--- src/rtl/mem_arb_pkg.sv ---
// mem_arb_pkg: shared types and sizes for the memory B-port arbiter
package mem_arb_pkg;
  localparam int NUM_REQ = 2;
  localparam int DATA_W = 32;
  localparam int ADDR_W = 10;
  typedef enum logic {ARB, LOCK} arb_state_e;
  typedef struct packed {
    logic              we;
    logic [ADDR_W-1:0] addr;
    logic [DATA_W-1:0] wdata;
  } mem_req_t;
endpackage

--- src/rtl/rr_arbiter_2.sv ---
// rr_arbiter_2: two-way round-robin picker, ptr names the requester favoured on contention
module rr_arbiter_2 (
  input  logic [1:0] req,
  input  logic       ptr,
  output logic [1:0] gnt,
  output logic       ptr_next
);
  always_comb begin
    gnt[0] = req[0] & (~req[1] | ~ptr);
    gnt[1] = req[1] & (~req[0] | ptr);
    ptr_next = &req ? ~ptr : ptr;
  end
endmodule

--- src/rtl/mem_port_arbiter.sv ---
// mem_port_arbiter: round-robin sharing of memory port B between the LSU (m0) and the loader/DMA (m1) with m1 lock
module mem_port_arbiter
  import mem_arb_pkg::*;
#(
  parameter int DataWidth = DATA_W,
  parameter int AddrWidth = ADDR_W
) (
  input  logic                 clock,
  input  logic                 reset,
  input  logic                 m0_req,
  input  logic                 m0_we,
  input  logic [AddrWidth-1:0] m0_addr,
  input  logic [DataWidth-1:0] m0_wdata,
  input  logic                 m1_req,
  input  logic                 m1_we,
  input  logic [AddrWidth-1:0] m1_addr,
  input  logic [DataWidth-1:0] m1_wdata,
  input  logic                 m1_lock,
  output logic                 m0_gnt,
  output logic                 m0_rvalid,
  output logic [DataWidth-1:0] m0_rdata,
  output logic                 m1_gnt,
  output logic                 m1_rvalid,
  output logic [DataWidth-1:0] m1_rdata,
  output logic                 mem_readEn,
  output logic                 mem_writeEn,
  output logic [AddrWidth-1:0] mem_addr,
  output logic [DataWidth-1:0] mem_wdata,
  input  logic [DataWidth-1:0] mem_rdata
);
  arb_state_e state;
  logic       ptr;
  logic       ptr_next;
  logic [1:0] rr_gnt;
  logic [1:0] gnt;
  logic [1:0] rv;
  logic       sel_we;
  rr_arbiter_2 u_rr (
    .req      ({m1_req, m0_req}),
    .ptr      (ptr),
    .gnt      (rr_gnt),
    .ptr_next (ptr_next)
  );
  always_comb begin
    gnt = reset ? 2'b00 : state == LOCK ? {m1_req, 1'b0} : rr_gnt;
    sel_we = gnt[1] ? m1_we : m0_we;
    mem_readEn = (|gnt) & ~sel_we;
    mem_writeEn = (|gnt) & sel_we;
    mem_addr = gnt[1] ? m1_addr : gnt[0] ? m0_addr : '0;
    mem_wdata = gnt[1] ? m1_wdata : gnt[0] ? m0_wdata : '0;
    m0_gnt = gnt[0];
    m1_gnt = gnt[1];
    m0_rvalid = rv[0];
    m1_rvalid = rv[1];
    m0_rdata = rv[0] ? mem_rdata : '0;
    m1_rdata = rv[1] ? mem_rdata : '0;
  end
  always_ff @(posedge clock) begin
    if (reset) begin
      state <= ARB;
      ptr <= 1'b0;
      rv <= 2'b00;
    end else begin
      rv <= gnt & {~m1_we, ~m0_we};
      state <= state == LOCK ? (m1_lock ? LOCK : ARB) : (gnt[1] & m1_lock ? LOCK : ARB);
      ptr <= state == LOCK ? (m1_lock & ptr) : ptr_next;
    end
  end
endmodule

--- config.mk ---
export PLATFORM = sky130hd
export DESIGN_NAME = mem_port_arbiter
export DESIGN_NICKNAME = d
export VERILOG_FILES = /design/src/rtl/mem_arb_pkg.sv /design/src/rtl/rr_arbiter_2.sv /design/src/rtl/mem_port_arbiter.sv
export SDC_FILE = /design/constraint.sdc
export NUM_CORES = 1
export LEC_CHECK = 0
export BUFFER_PORTS_ARGS = -buffer_cell sky130_fd_sc_hd__buf_4
export CAP_MARGIN = 30
export CORE_AREA = 2 2 92 94
export CTS_CLUSTER_DIAMETER = 50
export DETAILED_ROUTE_END_ITERATION = 16
export DIE_AREA = 0 0 94 96
export PLACE_DENSITY_LB_ADDON = 0.1
export SLEW_MARGIN = 5
export SYNTH_ARGS = -nofsm -noshare
export SYNTH_HDL_FRONTEND = slang
export SYNTH_SLANG_ARGS = --single-unit
export TNS_END_PERCENT = 50
--- constraint.sdc ---
create_clock -name clock -period 2 [get_ports clock]
set_input_delay 0.4 -clock clock [delete_from_list [all_inputs] [get_ports clock]]
set_output_delay 0.4 -clock clock [all_outputs]
set_load 0.005 [all_outputs]
* Yosys cells after proc, flatten, opt, wreduce, memory -nomap -nowiden
Cells that the tools add are included.
** Word-level totals
- Logic and storage cells :: 35
- Input bits :: 123
- Memories :: 0
- Register bits after elaboration :: 4
- Bits in latches :: 0
- ROM bits :: 0
- RAM bits :: 0
** Operators by class
- Divide/modulo/power cells :: 0
- Reduce and logical (&&, ||, !) cells :: 3
- $lt $le $gt $ge :: 0
- Multipliers :: 0
- Shift operators :: 0
- Bitwise gates (word level) :: 15
- Equal/unequal tests :: 0
- Muxes and demuxes :: 14
- Add/subtract/negate cells :: 0
** Operators with widths (number)
- $mux 32 :: 4
- $mux 10 :: 2
- $and 1x1->1 :: 6
- $mux 1 :: 6
- $not 1->1 :: 6
- $mux 2 :: 2
- $and 2x2->2 :: 1
- $or 1x1->1 :: 2
- $reduce_and 2->1 :: 1
- $reduce_bool 2->1 :: 1
- $reduce_or 2->1 :: 1

* Logic depth before layout (Yosys ltp)
Gate-level depths: netlist (run 1).
- Depth after elaboration :: 8
- Gate-level depth with buffers :: 5

* Cells and area by module
A second synthesis (run 1) with hierarchy kept.
** Second synthesis, totals
- Cell total of the unflattened synthesis :: 245
- Area total of the unflattened synthesis :: 1950.6 um^2
** Modules (own cells, without submodules)
- mem_port_arbiter :: cells an instance 240, instances 1, area each 1919.3 um^2
- rr_arbiter_2 :: cells an instance 5, instances 1, area each 31.3 um^2

* Least setup slack after synthesis (run 1)
Ideal clock, no wire load.
- Kind :: reg-to-output
- From :: register state
- To :: output mem_wdata[23]
- Setup slack :: 0.390 ns
- Stages on the path, launching flop included :: 5
- Data required time :: 1.600 ns
- Data arrival time :: 1.210 ns
- Path buffers :: 1
- Cell sequence :: dfxtp_1 -> nand2b_4 -> a211oi_4 -> buf_6 -> a22o_2
** On the way
- Cells in the longest elaborated chain, start to end :: 4
** RTL lines
- from (decl) :: RTL line mem_port_arbiter.sv:31 : arb_state_e state;
- from (signal assigned) :: RTL line mem_port_arbiter.sv:65 : state <= state == LOCK ? (m1_lock ? LOCK : ARB) : (gnt[1] & m1_lock ? LOCK : ARB);
- $mux 2 (2 in series) :: RTL line mem_port_arbiter.sv:45 : gnt = reset ? 2'b00 : state == LOCK ? {m1_req, 1'b0} : rr_gnt;
- named net m0_gnt :: RTL line mem_port_arbiter.sv:19 : output logic m0_gnt,
- $mux 32 (2 in series) :: RTL line mem_port_arbiter.sv:50 : mem_wdata = gnt[1] ? m1_wdata : gnt[0] ? m0_wdata : '0;
- to (decl) :: RTL line mem_port_arbiter.sv:28 : output logic [DataWidth-1:0] mem_wdata,
The timed path passes the listed nets, and every way through them passes these cells.

* Worst setup path in the final report (run 1)
- From :: register state
- To :: output mem_addr[9]
** On the way
- Cells in the longest elaborated chain, start to end :: 4
** RTL lines
- $mux 2 * (2 in series) :: RTL line mem_port_arbiter.sv:45
- $mux 10 :: RTL line mem_port_arbiter.sv:49 : mem_addr = gnt[1] ? m1_addr : gnt[0] ? m0_addr : '0;
- $mux 10 * :: RTL line mem_port_arbiter.sv:49
- to (decl) :: RTL line mem_port_arbiter.sv:27 : output logic [AddrWidth-1:0] mem_addr,
Mark *: on every way between the ends. The rest lies on a longest branch, timed or not.

==> results of run 1 <==
## final cells by class
type                       instances  share of cell area
timing repair buffer             238               0.599
multi-input combinational        121               0.314
tap                              105              0.0434
sequential                         4              0.0265
clock buffer                       3              0.0137
inverter                           3             0.00372
## cell families after synthesis
| kind of cell | count (synthesis) |
|---|---|
| buffers and inverters | 18 |
| AOI/OAI and AO/OA | 49 |
| DFF | 4 |
| and+or+nand+nor | 72 |
## power by group through the flow
| stage | sequential, mW | clock [mW] | combinational (mW) |
|---|---|---|---|
| 2_1_floorplan | 0.0895 | 0 | 0.171 |
| 3_3_place_gp | 0.0890 | 0 | 0.525 |
| 5_1_grt | 0.0885 | 0.178 | 0.562 |
| 4_1_cts | 0.0877 | 0.177 | 0.524 |
| 3_5_place_dp | 0.0888 | 0 | 0.523 |
| 6_report | 0.0878 | 0.169 | 0.516 |
## Yosys cell counts, drive strengths merged
library cell	instances	share of area
a211oi	1	0.017
or2b	1	0.0065
inv	3	0.0098
nand2b	2	0.017
dfxtp	4	0.070
buf	8	0.062
clkbuf	7	0.032
o211ai	1	0.0065
a22o	44	0.38
nor3b	1	0.0065
or3	1	0.0065
and2	66	0.36
nand2	1	0.0033
o211a	1	0.0087
a21oi	2	0.0087
## per-stage QoR
step / hold WS [ns] / cells / cell area [um2] / power (mW)
6_report: 0.397 / 474 / 3020 / 0.772
5_1_grt: 0.405 / 474 / 3020 / 0.829
4_1_cts: 0.391 / 474 / 3020 / 0.788
3_5_place_dp: 0.560 / 471 / 2980 / 0.612
3_3_place_gp: 0.562 / 471 / 2980 / 0.614
2_1_floorplan: 0.469 / 143 / 1150 / 0.261
## how the worst min path moves through the flow
stage / startpoint / to / slack, ns / cells after the start
floorplan: reset / ptr / 0.47 / 1
global placement: state / state / 0.56 / 2
detailed placement: state / state / 0.56 / 2
CTS: reset / ptr / 0.39 / 2
global route: reset / state / 0.40 / 2
finish: reset / ptr / 0.40 / 2
## registers in the layout, summed over array words and instances (netlist names)
register  cells
rv            2
ptr           1
state         1
## per-layer routing
layer,track usage,vias to the layer above
met2,0.224,148
met5,0,-
met3,0.0274,10
li1,-,962
met1,0.108,802
met4,0.0435,0
==> metrics.csv, run 1 <==
metric,value,unit
Clock Latency Late Sink,0.21,ns
Max Cap Viol,0,
r2r setup slk,0.77,ns
final net count,494,
Gate power share,0.668,
sw frac,0.269,
CTS Hold Buffers Added,0,
register bit total from synthesis,4,
"Avg Cell Area, Syn",8.02,um2
top achievable clock speed,0.519,GHz
cell depth of the worst setup path,5,
crit path max-delay cell type,dfxtp_1,
start point of the critical path,state,
area grow syn2layout,164,%
register area share after synthesis,0.0698,
worst reg-to-reg path cell count,4,
area occupied by multi-input gates,948,um2
Rel. slew slack,0.835,
worst path bufs/invs,2,
level count of the clock H-tree,1,
fin crit share,0.964,
area of the core,8050,um2
Routed Antenna Nets,0,
fillers,841,
drt total wl,5930,um
sequential share of power,0.114,
Die Wd,94,um
layout cell share with drive strength beyond 1,0.783,
initial antenna violation count,0,
final core occ,0.376,
clock sink count,4,
status,completed,
Place WS,0.213,ns
critical path type,reg -> out,
drc violations,0,
IO Port Bufs,234,
critical path endpoint,mem_addr[9],
Inserted Diodes,0,
crit end category,output pin,
first-pass GRT wire length,8080,um
PD cells,255,nW/um2
Synth Area in Simple Gates,0.401,
main combinational cell family by area after synthesis,compound AO/OA/AOI/OAI gates,
Clock Tree Buf Depth,2,
synthesized instance count,143,
TritonCTS buffer count,3,
drt pass-1 iters,3,
post-CTS setup buffers,0,
num rows,33,
CP Max Fanout,46,
Congestion Overflow GR,0,
clock tree from TritonCTS,done,
Synth Area in Compound Gates,0.425,
Critical Path RT,1.60,ns
setup TNS,0,ns
Switch Pwr,0.208,mW
number of distinct library cells after synthesis,19,
Reg-to-Reg End,rv[0],
initial DRC count,6,
worst slew pin tran,0.248,ns
half-perimeter wire length after placement,5130,um
final setup fails,0,
Initial Utilization,0.143,
global placement routability congestion,0.816,
"commonest non-fill, non-tap cell in the layout",buf_4,
cell-internal power,0.564,mW
min cycle time layout,1.93,ns
post-cts resize count,0,
drt via density,4.05,
reg2reg start,state,
RSZ-0062 raised after global routing,false,
IO Pins,235,
Pleak,1.69,nW
Final Skew,0.000779,ns
GRT Total Usage,0.111,
vias,1922,
worst vdd ir,0.0000858,V
Routed met2 length,3170,um
Synth Warn #,0,
vias in the first global route,1760,
FF+latch area,80.1,um2
die area,9020,um2
CTS Root Cell,clkbuf_8,
Metal-1 WL,1890,um
Mapped Area,1150,um2
Adder-Cell Fraction of Synth Area,0,
clock share of power,0.218,
worst hold path class,in -> reg,
max incr delay on CP,0.33,ns
met3 WL,742,um
Arrival @ worst endpoint,1.53,ns
Clock transition at path regs,0.03,ns
Post-Synth XOR/XNOR Area,0,
Final Hold Violating Endpoints,0,
Die Height,96,um
Top Metal Used,met4,
Slew Limit Fails,0,
pin count of the biggest net entering global routing,47,
mean routed wirelength per cell,12.5,um
Synth Net Count,266,
most frequent cells in the layout,"buf_4, and2_1, a22o_2",
worst setup margin,0.0718,ns
cell class contributing the biggest share of worst-path delay,compound AO/OA/AOI/OAI gates,
crit start category,flip-flop,
multiplexer share of the synthesized area,0,
crit path cell chain,nand2b_4 -> a211oi_4 -> buf_12 -> a22o_2 -> buf_4,
(Power assumes the default switching activity.)
==> run 2, diff against run 1 <==
--- a/config.mk
+++ b/config.mk
@@ -5,6 +5,7 @@
 export SDC_FILE = /design/constraint.sdc
 export NUM_CORES = 1
 export LEC_CHECK = 0
+export ABC_AREA = 1
 export BUFFER_PORTS_ARGS = -buffer_cell sky130_fd_sc_hd__buf_4
 export CAP_MARGIN = 30
 export CORE_AREA = 2 2 92 94
==> metrics.csv, run 2 <==
metric,value,unit,change
drc violations,0,,unchanged
Slew Limit Fails,0,,unchanged
Synth Net Count,426,,was 266
Top Registers,"rv: 2 flops, ptr: 1 flops, state: 1 flops",,unchanged
first-pass GRT wire length,9250,um,was 8080 um
worst hold margin,0.366,ns,was 0.397 ns
placed cell count,633,,was 471
status,completed,,unchanged
Routed Antenna Nets,0,,unchanged
final net count,656,,was 494
RSZ-0062 raised after global routing,false,,unchanged
most frequent cell after synthesis,nand2_1,,was and2_1
CTS Root Cell,clkbuf_8,,unchanged
TritonCTS buffer count,3,,unchanged
Mapped Area,1260,um2,was 1150 um2
post-cts resize count,0,,unchanged
Initial Utilization,0.156,,was 0.143
Biggest register,rv,,unchanged
global placement routability congestion,0.795,,was 0.816
Clock Latency Late Sink,0.22,ns,was 0.21 ns
CTS Hold Buffers Added,0,,unchanged
number of distinct library cells after synthesis,15,,was 19
Congestion Overflow GR,0,,unchanged
IO Pins,235,,unchanged
register bit total from synthesis,4,,unchanged
area of the core,8050,um2,unchanged
fin crit share,0.911,,was 0.964
area grow syn2layout,153,%,was 164%
synthesized instance count,303,,was 143
drt via density,3.78,,was 4.05
post-synth top area share,0.591,,was 0.384
r2r setup slk,1.14,ns,was 0.77 ns
worst setup margin,0.179,ns,was 0.0718 ns
Final Non-Filler Cells,636,,was 474
max reg flops,2,,unchanged
post-CTS setup buffers,0,,unchanged
Place WS,0.228,ns,was 0.213 ns
die area,9020,um2,unchanged
CP Max Fanout,43,,was 46
PD cells,243,nW/um2,was 255 nW/um2
Rel. slew slack,0.776,,was 0.835
ys flop type,dfxtp_1,,unchanged
Max Cap Viol,0,,unchanged
Inserted Diodes,0,,unchanged
top cell type by total area after synthesis,nand2_1,,was a22o_2
commonest cells in the netlist,"nand2_1, inv_1, buf_4, clkbuf_1, dfxtp_1",,"was and2_1, a22o_2, clkbuf_1, buf_6, dfxtp_1"
IO Port Bufs,234,,unchanged
ys async rst share,0,,unchanged
Arrival @ worst endpoint,1.42,ns,was 1.53 ns
level count of the clock H-tree,1,,unchanged
final setup fails,0,,unchanged
vias,2401,,was 1922
Final Skew,0.00296,ns,was 0.000779 ns
min cycle time layout,1.82,ns,was 1.93 ns
mean routed wirelength per cell,10.0,um,was 12.5 um
vias in the first global route,2107,,was 1760
num rows,33,,unchanged
Die Wd,94,um,unchanged
critical path type,reg -> out,,unchanged
crit end category,output pin,,unchanged
clock tree from TritonCTS,done,,unchanged
initial antenna violation count,0,,unchanged
register area share after synthesis,0.0637,,was 0.0698
crit start category,flip-flop,,unchanged
Die Height,96,um,unchanged
Synth Warn #,0,,unchanged
"commonest non-fill, non-tap cell in the layout",buf_4,,unchanged
top achievable clock speed,0.549,GHz,was 0.519 GHz
worst slew pin tran,0.336,ns,was 0.248 ns
setup TNS,0,ns,unchanged
worst vdd ir,0.000162,V,was 0.0000858 V
drt total wl,6370,um,was 5930 um
most frequent cells in the layout,"buf_4, nand2_1, inv_1",,"was buf_4, and2_1, a22o_2"
pin count of the biggest net entering global routing,44,,was 47
"Avg Cell Area, Syn",4.15,um2,was 8.02 um2
layout cell share with drive strength beyond 1,0.469,,was 0.783
Post-synth EDFFs,0,,unchanged
drt pass-1 iters,4,,was 3
"top cells by area, synth","nand2_1, inv_1, dfxtp_1, buf_4, clkbuf_1",,"was a22o_2, and2_1, dfxtp_1, buf_6, clkbuf_1"
initial DRC count,25,,was 6
Clock transition at path regs,0.03,ns,about the same
Critical Path RT,1.60,ns,about the same
Clock Tree Buf Depth,2,,unchanged
Final Hold Violating Endpoints,0,,unchanged
Pleak,2.40,nW,was 1.69 nW
clock sink count,4,,unchanged
worst hold path class,in -> reg,,unchanged
GRT Total Usage,0.124,,was 0.111
half-perimeter wire length after placement,5480,um,was 5130 um
[run 2: changes by cell type after synthesis, moves of 2 or more]
cell	change
inv_2	+2
buf_2	-3
and2_1	-65
buf_6	-5
nand2_1	+197
nor2_2	+2
a22o_2	-44
buf_4	+8
nor2_1	+3
inv_1	+69
[run 2: path summary, 6_finish.rpt]
kind / start / end / depth (start not counted)
worst max-delay path: state / mem_wdata[4] / 8
worst min-delay path: m0_we / rv[0] / 2
worst max register to register: state / state / 4
worst min register to register: ptr / ptr / 2
[run 2: cell families (layout without fill, tap and decap cells)]
kind of cell,count (synthesis),count (layout),synth area share
AOI/OAI and AO/OA,3,3,0.0139
DFF,4,4,0.0637
buffers and inverters,89,317,0.292
and+or+nand+nor,207,207,0.631
[run 2: cell type report]
class	count	area (um2)
inverters	75	284
multi-input cells	210	811
well taps	105	131
fillers	878	4870
flip-flops and latches	4	80.1
clock buffers	3	41.3
repair buffers	239	1830
[run 2: layer usage]
layer  global-route usage  routed length [um]  part of all wire
met1                0.121                2080              0.33
met2                0.258                3440              0.54
met3               0.0384                 824              0.13
met4               0.0181                  31            0.0049
met5                    0                   0                 0
[run 2: stage by stage]
stage | area (um2) | util | total power, mW
2_1_floorplan | 1260 | - | 0.242
3_3_place_gp | 3140 | 0.390 | 0.610
3_5_place_dp | 3140 | 0.390 | 0.614
4_1_cts | 3180 | 0.395 | 0.788
5_1_grt | 3180 | 0.395 | 0.849
6_report | 3180 | 0.395 | 0.771
[run 2: critical path, cell delays in order (launching register included)]
cell and delay, ns:
dfxtp_1 0.38, nor2_1 0.07, nand2_1 0.09, nand2_2 0.10, inv_4 0.07, buf_12 0.19, nand2_1 0.10, nand2_1 0.08
buf_4 0.10
[run 2: power by group]
group / switching [mW] / internal [mW]
registers: 0.00242 / 0.0845
clock network: 0.0393 / 0.128
logic: 0.199 / 0.318
total: 0.241 / 0.531
==> run 3, diff against run 2 <==
--- a/config.mk
+++ b/config.mk
@@ -8,10 +8,11 @@
 export ABC_AREA = 1
 export BUFFER_PORTS_ARGS = -buffer_cell sky130_fd_sc_hd__buf_4
 export CAP_MARGIN = 30
-export CORE_AREA = 2 2 92 94
+export CORE_AREA = 2 2 90 92
+export CTS_BUF_LIST = sky130_fd_sc_hd__clkbuf_8
 export CTS_CLUSTER_DIAMETER = 50
 export DETAILED_ROUTE_END_ITERATION = 16
-export DIE_AREA = 0 0 94 96
+export DIE_AREA = 0 0 92 94
 export PLACE_DENSITY_LB_ADDON = 0.1
 export SLEW_MARGIN = 5
 export SYNTH_ARGS = -nofsm -noshare
==> metrics.csv, run 3 (synthesis results as in run 2) <==
metric,value,unit,change
CP Max Fanout,28,,was 43
level count of the clock H-tree,1,,unchanged
drt pass-1 iters,4,,unchanged
Rel. slew slack,0.779,,was 0.776
RSZ-0062 raised after global routing,false,,unchanged
Clock Tree Buf Depth,2,,unchanged
post-cts resize count,0,,unchanged
vias,2429,,was 2401
Top Registers,"rv: 2 flops, ptr: 1 flops, state: 1 flops",,unchanged
half-perimeter wire length after placement,5670,um,was 5480 um
dpl cell area,3130,um2,was 3140 um2
worst hold path class,in -> reg,,unchanged
Critical Path RT,1.60,ns,about the same
critical path type,reg -> out,,unchanged
CTS Hold Buffers Added,0,,unchanged
Pleak,2.40,nW,about the same
pin count of the biggest net entering global routing,44,,unchanged
area grow syn2layout,153,%,about the same
IO Port Bufs,234,,unchanged
clock sink count,4,,unchanged
num rows,32,,was 33
fillers,820,,was 878
post-CTS setup buffers,0,,unchanged
Final Skew,0.00201,ns,was 0.00296 ns
Biggest register,rv,,unchanged
Routed Antenna Nets,0,,unchanged
worst vdd ir,0.000138,V,was 0.000162 V
area of the core,7610,um2,was 8050 um2
Congestion Overflow GR,0,,unchanged
Die Wd,92,um,was 94 um
Die Height,94,um,was 96 um
Max Cap Viol,0,,unchanged
max reg flops,2,,unchanged
Clock Latency Late Sink,0.21,ns,was 0.22 ns
initial antenna violation count,0,,unchanged
Arrival @ worst endpoint,1.38,ns,was 1.42 ns
Initial Utilization,0.165,,was 0.156
crit end category,output pin,,unchanged
worst hold margin,0.366,ns,about the same
Final Hold Violating Endpoints,0,,unchanged
initial DRC count,32,,was 25
most frequent cells in the layout,"buf_4, nand2_1, inv_1",,unchanged
fin crit share,0.891,,was 0.911
layout cell share with drive strength beyond 1,0.469,,unchanged
worst slew pin tran,0.331,ns,was 0.336 ns
final net count,656,,unchanged
Place WS,0.255,ns,was 0.228 ns
top achievable clock speed,0.561,GHz,was 0.549 GHz
clock tree from TritonCTS,done,,unchanged
min cycle time layout,1.78,ns,was 1.82 ns
Inserted Diodes,0,,unchanged
vias in the first global route,2272,,was 2107
die area,8650,um2,was 9020 um2
status,completed,,unchanged
drc violations,0,,unchanged
final setup fails,0,,unchanged
CTS Root Cell,clkbuf_8,,unchanged
setup TNS,0,ns,unchanged
global placement routability congestion,0.780,,was 0.795
drt via density,3.84,,was 3.78
"commonest non-fill, non-tap cell in the layout",buf_4,,unchanged
IO Pins,235,,unchanged
mean routed wirelength per cell,10.4,um,was 10.0 um
worst setup margin,0.217,ns,was 0.179 ns
post-route design area,3180,um2,about the same
first-pass GRT wire length,10200,um,was 9250 um
Clock transition at path regs,0.03,ns,about the same
TritonCTS buffer count,3,,unchanged
drt total wl,6570,um,was 6370 um
GRT Total Usage,0.142,,was 0.124
crit start category,flip-flop,,unchanged
PD cells,242,nW/um2,was 243 nW/um2
Slew Limit Fails,0,,unchanged
[run 3: area by class of cell]
cell class / count / area, um2 / share of cell area
repair buffers: 239 / 1830 / 0.577
multi-input cells: 210 / 811 / 0.255
inverters: 75 / 284 / 0.0894
well taps: 102 / 128 / 0.0402
flip-flops and latches: 4 / 80.1 / 0.0252
clock buffers: 3 / 41.3 / 0.0130
[run 3: metal layers]
layer	GRT usage	routed length [um]
met2	0.306	3680
met5	0	0
met1	0.130	2030
met3	0.0417	811
met4	0.0236	46
[run 3: critical path, cell delays in order (launching register included)]
cell,delay [ns]
dfxtp_1,0.38
nor2_1,0.05
nand2_1,0.09
nand2_2,0.10
inv_4,0.10
buf_12,0.17
nand2_1,0.09
nand2_1,0.07
buf_4,0.10
[run 3: worst paths after layout]
| check | endpoint | slack (ns) | cells past startpoint | startpoint |
|---|---|---|---|---|
| setup / recovery | mem_wdata[3] | 0.22 | 8 | state |
| hold / removal | rv[0] | 0.37 | 2 | m0_we |
| setup reg to reg | state | 1.17 | 4 | state |
| hold reg to reg | ptr | 0.51 | 2 | ptr |
[run 3: power breakdown]
group	internal (mW)	switching, mW
combinational	0.318	0.201
sequential	0.0845	0.00240
clock	0.128	0.0353
[run 3: through the flow]
stage / cells / util / total power, mW
6_report: 633 / 0.417 / 0.769
3_5_place_dp: 630 / 0.412 / 0.614
3_3_place_gp: 630 / 0.412 / 0.613
5_1_grt: 633 / 0.417 / 0.838
4_1_cts: 633 / 0.417 / 0.783
2_1_floorplan: 303 / - / 0.242
